[src/rtl/seq_op_unit.sv]
// Registered, handshaked unsigned operator unit. Single-cycle ops latch their result on accept;
// div/rem run a restoring divider that produces one quotient bit per cycle, MSB first.
module seq_op_unit #(
    parameter int unsigned WIDTH = 8
) (
    input  logic             clk,
    input  logic             rst_n,
    input  logic             in_valid,
    output logic             in_ready,
    input  logic [4:0]       in_op,
    input  logic [WIDTH-1:0] in_a,
    input  logic [WIDTH-1:0] in_b,
    input  logic [WIDTH-1:0] in_c,
    output logic             out_valid,
    input  logic             out_ready,
    output logic [WIDTH-1:0] out_result,
    output logic             out_err
);

    typedef enum logic [1:0] {IDLE, DIV, DONE} state_e;

    typedef enum logic [4:0] {
        OP_ADD = 5'd0, OP_SUB, OP_MUL, OP_DIV, OP_REM, OP_EQ, OP_NE, OP_LT,
        OP_LE, OP_GT, OP_GE, OP_AND, OP_OR, OP_XOR, OP_XNOR, OP_SHR,
        OP_SHL, OP_SEL, OP_RAND, OP_ROR, OP_RXOR, OP_LNOT, OP_NEG
    } op_e;

    localparam int unsigned CW = (WIDTH > 1) ? $clog2(WIDTH) : 1;
    localparam logic [CW-1:0] LAST_STEP = CW'(WIDTH - 1);

    state_e           state_q;
    logic [WIDTH-1:0] res_q;
    logic             err_q;
    logic [WIDTH-1:0] quo_q;
    logic [WIDTH-1:0] rem_q;
    logic [WIDTH-1:0] divisor_q;
    logic [CW-1:0]    cnt_q;
    logic             rem_sel_q;

    logic             accept;
    logic             div_start;
    logic [WIDTH-1:0] alu_res;
    logic             alu_err;
    logic [WIDTH:0]   part_d;
    logic [WIDTH:0]   diff_d;
    logic             ge_d;
    logic [WIDTH-1:0] rem_d;
    logic [WIDTH-1:0] quo_d;

    assign in_ready   = rst_n && ((state_q == IDLE) || ((state_q == DONE) && out_ready));
    assign accept     = in_valid && in_ready;
    assign div_start  = ((in_op == OP_DIV) || (in_op == OP_REM)) && (in_b != '0);
    assign out_valid  = (state_q == DONE);
    assign out_result = res_q;
    assign out_err    = err_q;

    // Div/rem entries here only cover the divide-by-zero case; b!=0 goes through the divider.
    always_comb begin
        alu_res = '0;
        alu_err = 1'b0;
        case (in_op)
            OP_ADD:  alu_res = in_a + in_b;
            OP_SUB:  alu_res = in_a - in_b;
            OP_MUL:  alu_res = in_a * in_b;
            OP_DIV:  begin alu_res = '1;   alu_err = 1'b1; end
            OP_REM:  begin alu_res = in_a; alu_err = 1'b1; end
            OP_EQ:   alu_res = WIDTH'(in_a == in_b);
            OP_NE:   alu_res = WIDTH'(in_a != in_b);
            OP_LT:   alu_res = WIDTH'(in_a < in_b);
            OP_LE:   alu_res = WIDTH'(in_a <= in_b);
            OP_GT:   alu_res = WIDTH'(in_a > in_b);
            OP_GE:   alu_res = WIDTH'(in_a >= in_b);
            OP_AND:  alu_res = in_a & in_b;
            OP_OR:   alu_res = in_a | in_b;
            OP_XOR:  alu_res = in_a ^ in_b;
            OP_XNOR: alu_res = ~(in_a ^ in_b);
            OP_SHR:  alu_res = in_a >> in_b;
            OP_SHL:  alu_res = in_a << in_b;
            OP_SEL:  alu_res = (in_a != '0) ? in_b : in_c;
            OP_RAND: alu_res = WIDTH'(&in_a);
            OP_ROR:  alu_res = WIDTH'(|in_a);
            OP_RXOR: alu_res = WIDTH'(^in_a);
            OP_LNOT: alu_res = WIDTH'(in_a == '0);
            OP_NEG:  alu_res = '0 - in_a;
            default: alu_err = 1'b1;
        endcase
    end

    // Partial remainder stays below 2*divisor, so WIDTH+1 bits cover the trial subtraction.
    always_comb begin
        part_d = {rem_q, quo_q[WIDTH-1]};
        diff_d = part_d - {1'b0, divisor_q};
        ge_d   = (part_d >= {1'b0, divisor_q});
        rem_d  = ge_d ? diff_d[WIDTH-1:0] : part_d[WIDTH-1:0];
        quo_d  = (quo_q << 1) | WIDTH'(ge_d);
    end

    always_ff @(posedge clk) begin
        if (!rst_n) begin
            state_q   <= IDLE;
            res_q     <= '0;
            err_q     <= 1'b0;
            quo_q     <= '0;
            rem_q     <= '0;
            divisor_q <= '0;
            cnt_q     <= '0;
            rem_sel_q <= 1'b0;
        end else begin
            case (state_q)
                IDLE, DONE: begin
                    if (accept) begin
                        if (div_start) begin
                            quo_q     <= in_a;
                            rem_q     <= '0;
                            divisor_q <= in_b;
                            cnt_q     <= '0;
                            rem_sel_q <= (in_op == OP_REM);
                            state_q   <= DIV;
                        end else begin
                            res_q   <= alu_res;
                            err_q   <= alu_err;
                            state_q <= DONE;
                        end
                    end else if ((state_q == DONE) && out_ready) begin
                        state_q <= IDLE;
                    end
                end
                DIV: begin
                    quo_q <= quo_d;
                    rem_q <= rem_d;
                    cnt_q <= cnt_q + CW'(1);
                    if (cnt_q == LAST_STEP) begin
                        res_q   <= rem_sel_q ? rem_d : quo_d;
                        err_q   <= 1'b0;
                        state_q <= DONE;
                    end
                end
                default: state_q <= IDLE;
            endcase
        end
    end

endmodule

[config.mk]
export PLATFORM = sky130hd
export DESIGN_NAME = seq_op_unit
export DESIGN_NICKNAME = d
export VERILOG_FILES = /design/src/rtl/seq_op_unit.sv
export SDC_FILE = /design/constraint.sdc
export NUM_CORES = 1
export LEC_CHECK = 0
export ABC_AREA = 1
export ABC_CLOCK_PERIOD_IN_PS = 7700
export CORE_ASPECT_RATIO = 0.5
export CORE_UTILIZATION = 60
export DETAILED_ROUTE_END_ITERATION = 7
export PLACE_DENSITY = 0.78
export SLEW_MARGIN = 20
export SYNTH_ARGS = -nofsm -noshare
export SYNTH_HDL_FRONTEND = slang
export SYNTH_SLANG_ARGS = --single-unit
[constraint.sdc]
create_clock -name clk -period 7.7 [get_ports clk]
set_input_delay 1.54 -clock clk [delete_from_list [all_inputs] [get_ports clk]]
set_output_delay 1.54 -clock clk [all_outputs]
set_load 0.1 [all_outputs]
==> metrics, run 1 <==
Detailed Route WL=between 20 and 25 mm; count of hold-fix buffers inserted at cts=0; number of global-route vias before repair=around 6300; y dimension of the die=about 70 µm; Synth Flop Type=dfxtp_1; post-synthesis instance area=roughly 0.0057 mm²; transition time at the pin with the least slew margin=~1.1 ns; post-synthesis async set-or-reset flop share=0%; synthesis-stage register bit count=39; worst max-slew margin expressed relative to the limit=between 20 and 30%; type of the worst setup path=in -> reg; Worst Setup End Kind=flip-flop; Area Growth Syn to Fin=10.34%; cell types occupying the most area after synthesis=nand2_1 17%, dfxtp_1 14%, ha_1 13%; row cnt=24; number of flops mapped to enable cells by yosys=0; number of antenna violations at the first check in global routing=0; number of search-and-repair iterations in the first detailed-routing pass=8; startpoint type of the worst setup path=input port; cell with the most instances after synthesis=nand2_1; max capacitance violation total=0; total overflow reported by the global router=0; Achievable Freq=165.0 MHz; minimum clock period=~6.1 ns; number of buffer and inverter stages on the critical path=4; run status=finished clean; Port-buffer cells=43; post-cts sizing count=0; Initial DRC Count=~950; fin crit share=a little under 80%; nets@finish=1101; maximum number of pins on one net before global-route repair=31; maximum clock path buffer count=2; initial cell density of the core=63.72%; Syn Nets=about 1100; synthesized-area fraction occupied by and/or/nand/nor cells=35.68%; required arrival time at the worst endpoint=between 7 and 8 ns; core area=about 0.0089 mm²; final antenna diode count=0; fraction of synthesized area in multiplexers=0%; adder and majority cell fraction of the synthesized area=17.99%; library cell contributing the largest single delay on the critical path=clkdlybuf4s50_1; worst reg2reg setup slack=4.86 ns; mean number of vias per cell=between 6 and 7; wire length of the first global-routing pass=between 30 and 40 mm; Cell Chain, Critical Path=clkdlybuf4s50_1 > nand2_1 > fa_1 > fa_1 > inv_1 > fa_1 > inv_1 > fa_1 > inv_1 > ha_1 > nand2_1 > nand2_1 > nor2_1 > nand3_1 > nand2_1 > nand2_1 > nand2_1 > nand2_1 > nand2_1 > nand2_1 > nand4_1 > nand2_1 > a21oi_1; global placement routability congestion=1.073; final hold violation count=0; post-DR wirelength/cell=about 19 µm; path type of the worst min-delay path=reg -> reg; cell family with most CP delay=adder cells; area enclosed by the die boundary=around 0.01 mm²; largest fanout on the critical path=14; layout cell share with drive strength beyond 1=~3.7%; Netlist cell types=39; count of final setup violators=0; setup TNS=0 ns; fraction of synthesized cell area taken by the top area cell type=between 10% and 20%; largest family of logic cells by synthesized area=simple AND/OR/NAND/NOR gates; Leakage Power=between 3 and 4 nW; CTS HTree Levels=2; post-CTS setup repair buffer count=0; Detail Placement HPWL=between 15 and 20 mm; Max IR drop VDD=approximately 0.074 mV; most common cell type on the critical path=nand2_1; Worst Path Arrival=roughly 6.3 ns; Ports=44; DRC violations left=0; Synth Area in Compound Gates=between 10% and 20%; cell count after synthesis=975; TritonCTS clock tree=yes; Syn Area/Cell=5.848 µm²; number of synthesis warnings=0; clock root buffer=clkbuf_16; dominant cell type by area after synthesis=nand2_1; Final Skew=0.005264 ns; source-to-sink clock delay at the later pin of the worst-skew pair=around 0.28 ns; longest individual stage delay on the worst path=around 0.93 ns; GR Util All Layers=42.54%; final-layout worst hold slack=~0.48 ns; Commonest cells post-synth=257 x nand2_1, 159 x inv_1, 100 x nor2_1, 74 x nand3_1, 64 x o21ai_0; power after layout=between 0.8 and 0.9 mW; power density over the cells=128.6 mW/mm²; fin cells=roughly 1100; synthesized-area fraction occupied by xor and xnor cells=under 10%; Reg clk slew, reported paths=0.06 ns; via total after detailed routing=6838; cell count after placement=roughly 1100; sequential element share of the synthesized area=approximately 14%; unrepaired setup endpoints after global routing=no; cts bufs inserted=5; horizontal die dimension=139.9 µm; number of nets with antenna violations after routing=0; Clock Sinks=39; max-slew violation count=0
worst register-to-register path, cell delays in order, from the launching register on:
cell,delay [ns]
dfxtp_1,0.35
inv_1,0.08
nor2_2,0.58
inv_1,0.71
nand2_1,0.30
nand2_2,0.13
inv_2,0.27
nand3_1,0.19
nand2_1,0.09
inv_1,0.03
registers in the layout, indices dropped and copies added (netlist names):
name        count
divisor_q       8
out_result      8
rem_q           8
out_err         1
quo_q           8
rem_sel_q       1
cnt_q           3
state_q         2
layout by cell type (no fill, tap or decap), types with 11 or more instances in the layout:
cell,instances
a21oi_1,50
nand3_1,74
ha_1,58
nor2_1,99
fa_1,15
nand2_1,257
o21ai_0,64
o21ai_1,16
nand4_1,17
inv_1,159
clkdlybuf4s50_1,43
o211ai_1,11
dfxtp_1,39
metrics by stage:
step                area [µm²]  setup WS [ns]  util, %
finish                    6291          1.639    70.30
global placement          6126          1.566    68.46
global route              6291          1.366    70.30
detailed placement        6126          1.367    68.46
CTS                       6289          1.646    70.27
floorplan                 5702          2.563        -
per-layer routing:
metal / global-route usage (%) / part of all wire, % / wire [µm] / vias up
met3: 13.00 / 16 / 3263 / 75
li1: - / - / - / 3165
met2: 67.67 / 42 / 8636 / 532
met1: 55.63 / 40 / 8229 / 3066
met4: 13.06 / 3.0 / 622 / 0
met5: 0 / 0 / 0 / -
logic make-up after synthesis:
logic type / count (synthesis)
AOI/OAI and AO/OA: 169
DFF: 39
xor gates and xnor gates: 16
and+or+nand+nor: 481
buffers and inverters: 197
adders and majority gates: 73
where the power goes:
| part | internal (mW) | switching [mW] | total (mW) |
|---|---|---|---|
| sequential | 0.208 | 0.00466 | 0.213 |
| clock | 0.151 | 0.0826 | 0.234 |
| combinational | 0.117 | 0.246 | 0.363 |
final cells by class:
cell class / instances / area (µm²)
multi-input cells: 739 / 4136
fillers: 757 / 2658
flip-flops and latches: 39 / 780.7
inverters: 165 / 619.3
repair buffers: 45 / 445.4
well taps: 117 / 146.4
clock buffers: 5 / 125.1
clock inverters: 2 / 37.54
final timing paths:
check / startpoint / to / depth (start not counted)
hold reg to reg: cnt_q[2]$_SDFFE_PN0P_ / cnt_q[2]$_SDFFE_PN0P_ / 2
setup / recovery: in_a[1] / out_result[7]$_SDFFE_PN0P_ / 23
hold / removal: cnt_q[2]$_SDFFE_PN0P_ / cnt_q[2]$_SDFFE_PN0P_ / 2
setup reg to reg: state_q[0]$_SDFFE_PN0P_ / out_result[2]$_SDFFE_PN0P_ / 9
Power figures use the tool's default switching activity.
==> run 2, diff against run 1 <==
--- a/config.mk
+++ b/config.mk
@@ -6,7 +6,7 @@
 export NUM_CORES = 1
 export LEC_CHECK = 0
 export ABC_AREA = 1
-export ABC_CLOCK_PERIOD_IN_PS = 7700
+export ABC_CLOCK_PERIOD_IN_PS = 6100
 export CORE_ASPECT_RATIO = 0.5
 export CORE_UTILIZATION = 60
 export DETAILED_ROUTE_END_ITERATION = 7
==> constraint.sdc (replaced) <==
create_clock -name clk -period 6.1 [get_ports clk]
set_input_delay 1.22 -clock clk [delete_from_list [all_inputs] [get_ports clk]]
set_output_delay 1.22 -clock clk [all_outputs]
set_load 0.1 [all_outputs]
==> run 2 against run 1 <==
Compared with the run above: sequential power rose by 26%; clock power up 11%; clock skew rose by 0.0029 ns; critical endpoint unchanged; largest power group unchanged.
==> metrics, run 2 (same netlist as run 1, synthesis figures left out) <==
Detail Placement HPWL=16.24 mm; number of search-and-repair iterations in the first detailed-routing pass=5; Clock Sinks=39; area enclosed by the die boundary=between 0.009 and 0.01 mm²; power density over the cells=approximately 160 mW/mm²; startpoint type of the worst setup path=input port; Achievable Freq=around 190 MHz; maximum clock path buffer count=2; layout cell share with drive strength beyond 1=under 10%; final hold violation count=0; Final Skew=slightly above 0.008 ns; y dimension of the die=roughly 71 µm; highest-count cells in the layout ignoring fill and taps=257 x nand2_1, 159 x inv_1, 99 x nor2_1, 74 x nand3_1, 64 x o21ai_0; Detailed Route WL=roughly 21 mm; run status=finished clean; type of the worst setup path=in -> reg; mean number of vias per cell=~6.0; CTS HTree Levels=2; Placed Area=slightly above 0.006 mm²; core area=between 0.008 and 0.009 mm²; count of final setup violators=0; Initial DRC Count=roughly 820; worst max-slew margin expressed relative to the limit=between 30% and 40%; Worst Path Arrival=around 5.6 ns; count of fill cells added during filler insertion=approximately 770; DRC violations left=0; Reg clk slew, reported paths=roughly 0.060 ns; wire length of the first global-routing pass=33.00 mm; Max IR drop VDD=0.1183 mV; row cnt=24; source-to-sink clock delay at the later pin of the worst-skew pair=roughly 0.29 ns; setup TNS=0 ns; global placement routability congestion=roughly 1.1; unrepaired setup endpoints after global routing=no; number of global-route vias before repair=approximately 6400; via total after detailed routing=6764; Leakage Power=between 3 and 4 nW; nets@finish=about 1100; path type of the worst min-delay path=reg -> reg; max capacitance violation total=0; cts bufs inserted=5; max-slew violation count=0; post-placement worst setup slack=0.4508 ns; Worst Setup End Kind=flip-flop; clock root buffer=clkbuf_16; transition time at the pin with the least slew margin=~1 ns; final antenna diode count=0; total overflow reported by the global router=0; horizontal die dimension=139.9 µm; required arrival time at the worst endpoint=6.32 ns; largest fanout on the critical path=8; post-route cell area=0.006334 mm²; post-CTS setup repair buffer count=0; fin crit share=between 80 and 90%; initial cell density of the core=between 60% and 70%; minimum clock period=approximately 5.4 ns; maximum number of pins on one net before global-route repair=31; final setup margin=slightly above 0.7 ns; post-cts sizing count=0; post-DR wirelength/cell=approximately 18 µm; commonest non-fill, non-tap cell in the layout=nand2_1; GR Util All Layers=43.17%; TritonCTS clock tree=yes; number of antenna violations at the first check in global routing=0; count of hold-fix buffers inserted at cts=0; number of nets with antenna violations after routing=0; Ports=44; Port-buffer cells=43; Area Growth Syn to Fin=11.08%
-- run 2: cell types whose count changed in the layout (fill, tap and decap cells not counted) --
cell / change
clkinvlp_4: +1
clkinv_2: +1
buf_4: +8
bufinv_16: -1
-- run 2: cell type report --
class / count / area [µm²] / area share (%)
multi-input cells: 739 / 4136 / 65.31
flip-flops and latches: 39 / 780.7 / 12.33
inverters: 165 / 619.3 / 9.779
repair buffers: 53 / 505.5 / 7.981
well taps: 117 / 146.4 / 2.311
clock buffers: 5 / 125.1 / 1.976
clock inverters: 3 / 20.02 / 0.3161
-- run 2: worst paths after layout --
kind / from / to / slack, ns / cells past startpoint
setup / recovery: in_b[4] / out_result[7]$_SDFFE_PN0P_ / 0.71 / 23
hold / removal: cnt_q[2]$_SDFFE_PN0P_ / cnt_q[2]$_SDFFE_PN0P_ / 0.47 / 2
setup reg to reg: state_q[0]$_SDFFE_PN0P_ / out_result[6]$_SDFFE_PN0P_ / 3.35 / 11
hold reg to reg: cnt_q[2]$_SDFFE_PN0P_ / cnt_q[2]$_SDFFE_PN0P_ / 0.47 / 2
-- run 2: worst max-delay path: stages --
cell	delay, ns
clkdlybuf4s50_1	0.70
nand2_1	0.14
fa_1	0.47
fa_1	0.56
inv_1	0.05
fa_1	0.48
inv_1	0.06
fa_1	0.53
inv_1	0.05
ha_1	0.32
nand2_1	0.08
nand2_1	0.05
nor2_1	0.13
inv_1	0.05
nand2_1	0.08
nand3_1	0.10
nand2_1	0.08
nand2_1	0.04
nand2_1	0.06
nand2_1	0.05
nand4_1	0.08
nand2_1	0.06
a21oi_1	0.16
-- run 2: layer usage --
metal,global-route usage (%),up-vias,routed length (µm)
met2,67.06,498,8614
met3,15.71,51,3404
met5,0,-,0
li1,-,3168,-
met4,12.70,0,474
met1,56.32,3047,8215
-- run 2: power breakdown --
part / switching (mW) / total, mW / internal [mW]
Sequential: 0.00606 / 0.269 / 0.263
Clock: 0.108 / 0.259 / 0.151
Combinational: 0.312 / 0.463 / 0.151
Total: 0.427 / 0.991 / 0.564
-- run 2: stage by stage --
stage	hold slack [ns]	total power, mW	std cells	util [%]
2_1_floorplan	0.4327	0.5851	975	-
3_3_place_gp	0.4542	0.7082	1113	69.13
3_5_place_dp	0.4651	0.7215	1113	69.13
4_1_cts	0.4744	0.9740	1121	70.75
5_1_grt	0.4939	1.050	1121	70.78
6_report	0.4724	0.9909	1121	70.78
==> run 3, diff against run 2 <==
--- a/config.mk
+++ b/config.mk
@@ -11,7 +11,8 @@
 export CORE_UTILIZATION = 60
 export DETAILED_ROUTE_END_ITERATION = 7
 export PLACE_DENSITY = 0.78
-export SLEW_MARGIN = 20
+export RECOVER_POWER = 100
+export SLEW_MARGIN = 0
 export SYNTH_ARGS = -nofsm -noshare
 export SYNTH_HDL_FRONTEND = slang
 export SYNTH_SLANG_ARGS = --single-unit
==> run 3 against run 2 <==
Compared with the run above: clock skew hardly changed; core utilization is 0.13 points lower; combinational power hardly changed; first-iteration DRC count is 3.4% higher; wire length is 0.44% higher; sequential power hardly changed; clock-buffer cell count stayed put; via count is 0.90% higher; cell count stayed put; maximum frequency is 2.4% lower; clock power hardly changed; critical path type unchanged.
==> metrics, run 3 (same netlist as run 1, synthesis figures left out) <==
transition time at the pin with the least slew margin=about 1.3 ns; global placement routability congestion=roughly 1.1; total overflow reported by the global router=0; crit path to=rem_q[5]$_SDFFE_PN0P_; count of hold-fix buffers inserted at cts=0; final hold violation count=0; register area=a little under 800 µm²; row cnt=24; worst reg2reg setup slack=about 2.8 ns; Worst Setup End Kind=flip-flop; max capacitance violation total=0; Detail Placement HPWL=~16 mm; number of global-route vias before repair=~6400; Achievable Freq=about 180 MHz; layout cell share with drive strength beyond 1=~4.1%; required arrival time at the worst endpoint=between 6 and 7 ns; GR Util All Layers=between 40% and 50%; TritonCTS clock tree=yes; largest fanout on the critical path=20; Final Skew=slightly below 0.008 ns; CTS HTree Levels=2; setup TNS=0 ns; y dimension of the die=~71 µm; horizontal die dimension=~140 µm; maximum clock path buffer count=2; Area Growth Syn to Fin=10.88%; run status=finished clean; post-DR wirelength/cell=approximately 19 µm; path type of the worst min-delay path=reg -> reg; power density over the cells=156.3 mW/mm²; via total after detailed routing=6825; fin cells=around 1100; Worst Path Arrival=between 5 and 6 ns; max-slew violation count=0; worst max-slew margin expressed relative to the limit=13.67%; DRC violations left=0; Clock Sinks=39; cts bufs inserted=5; highest-count cells in the layout ignoring fill and taps=258 x nand2_1, 159 x inv_1, 101 x nor2_1, 74 x nand3_1, 66 x o21ai_0; post-CTS setup repair buffer count=0; hold path start=cnt_q[2]$_SDFFE_PN0P_; commonest non-fill, non-tap cell in the layout=nand2_1; Initial DRC Count=850; power after layout=0.9883 mW; nets@finish=roughly 1100; post-cts sizing count=0; number of antenna violations at the first check in global routing=0; maximum number of pins on one net before global-route repair=31; wire length of the first global-routing pass=around 33 mm; Detailed Route WL=approximately 21 mm; final antenna diode count=0; post-placement worst setup slack=roughly 0.45 ns; area enclosed by the die boundary=0.009920 mm²; startpoint type of the worst setup path=input port; Ports=44; core area=0.008949 mm²; area of the multi-input gates=0.004129 mm²; initial cell density of the core=a little under two thirds; CP startpoint=in_b[1]; source-to-sink clock delay at the later pin of the worst-skew pair=0.29 ns; number of nets with antenna violations after routing=0; count of final setup violators=0; unrepaired setup endpoints after global routing=no; Reg clk slew, reported paths=about 0.060 ns; number of search-and-repair iterations in the first detailed-routing pass=6; reg2reg path depth=11; Leakage Power=about 3.3 nW; reg-to-reg endpoint=out_result[6]$_SDFFE_PN0P_; mean number of vias per cell=roughly 6; type of the worst setup path=in -> reg; reg-to-reg critical path startpoint=state_q[0]$_SDFFE_PN0P_; cell count after placement=around 1100; Max IR drop VDD=~0.11 mV; minimum clock period=between 5 and 6 ns; Placed Area=0.006186 mm²; clock root buffer=clkbuf_16; Port-buffer cells=43; final setup margin=0.5803 ns; count of fill cells added during filler insertion=approximately 770; fin crit share=a little over 90%; post-route cell area=between 0.006 and 0.007 mm²
-- run 3: critical path, stage by stage --
cell and delay [ns]:
dlygate4sd3_1 0.81, clkbuf_1 0.59, inv_1 0.54, nand2_1 0.21
nor2_1 0.08, nand3_1 0.11, o21ai_2 0.11, nor2_1 0.98
clkinv_1 0.36, nand2_4 0.29, inv_2 0.16, nand2_1 0.10
a21oi_1 0.08
-- run 3: layout make-up --
type / count / share of cell area, %
multi-input cells: 739 / 65.31
well taps: 117 / 2.315
clock inverters: 3 / 0.3166
clock buffers: 5 / 1.979
inverters: 165 / 9.796
flip-flops and latches: 39 / 12.35
repair buffers: 53 / 7.936
-- run 3: per-layer routing --
| metal | GRT usage [%] | part of all wire (%) | wire length [µm] | vias to the layer above |
|---|---|---|---|---|
| li1 | - | - | - | 3175 |
| met1 | 56.32 | 39 | 8204 | 3060 |
| met2 | 67.06 | 41 | 8505 | 539 |
| met3 | 15.71 | 17 | 3603 | 51 |
| met4 | 12.70 | 2.3 | 485 | 0 |
| met5 | 0 | 0 | 0 | - |
-- run 3: power breakdown --
group	leakage (nW)	switching [mW]	internal, mW	total, mW
Sequential	0.316	0.00565	0.263	0.269
Combinational	2.94	0.313	0.148	0.461
Clock	0.0658	0.108	0.151	0.259
-- run 3: worst min path at each step --
stage / to / slack [ns] / cells after the start
global placement: cnt_q[2]$_SDFFE_PN0P_ / 0.45 / 2
detailed placement: cnt_q[2]$_SDFFE_PN0P_ / 0.47 / 2
floorplan: cnt_q[0]$_SDFFE_PN0P_ / 0.43 / 1
finish: cnt_q[2]$_SDFFE_PN0P_ / 0.48 / 2
global route: cnt_q[2]$_SDFFE_PN0P_ / 0.49 / 2
CTS: cnt_q[2]$_SDFFE_PN0P_ / 0.47 / 2
-- run 3: through the flow --
step / hold slack [ns] / util, %
3_3_place_gp: 0.4542 / 69.13
4_1_cts: 0.4744 / 70.75
6_report: 0.4750 / 70.65
5_1_grt: 0.4939 / 70.65
3_5_place_dp: 0.4651 / 69.13
2_1_floorplan: 0.4327 / -
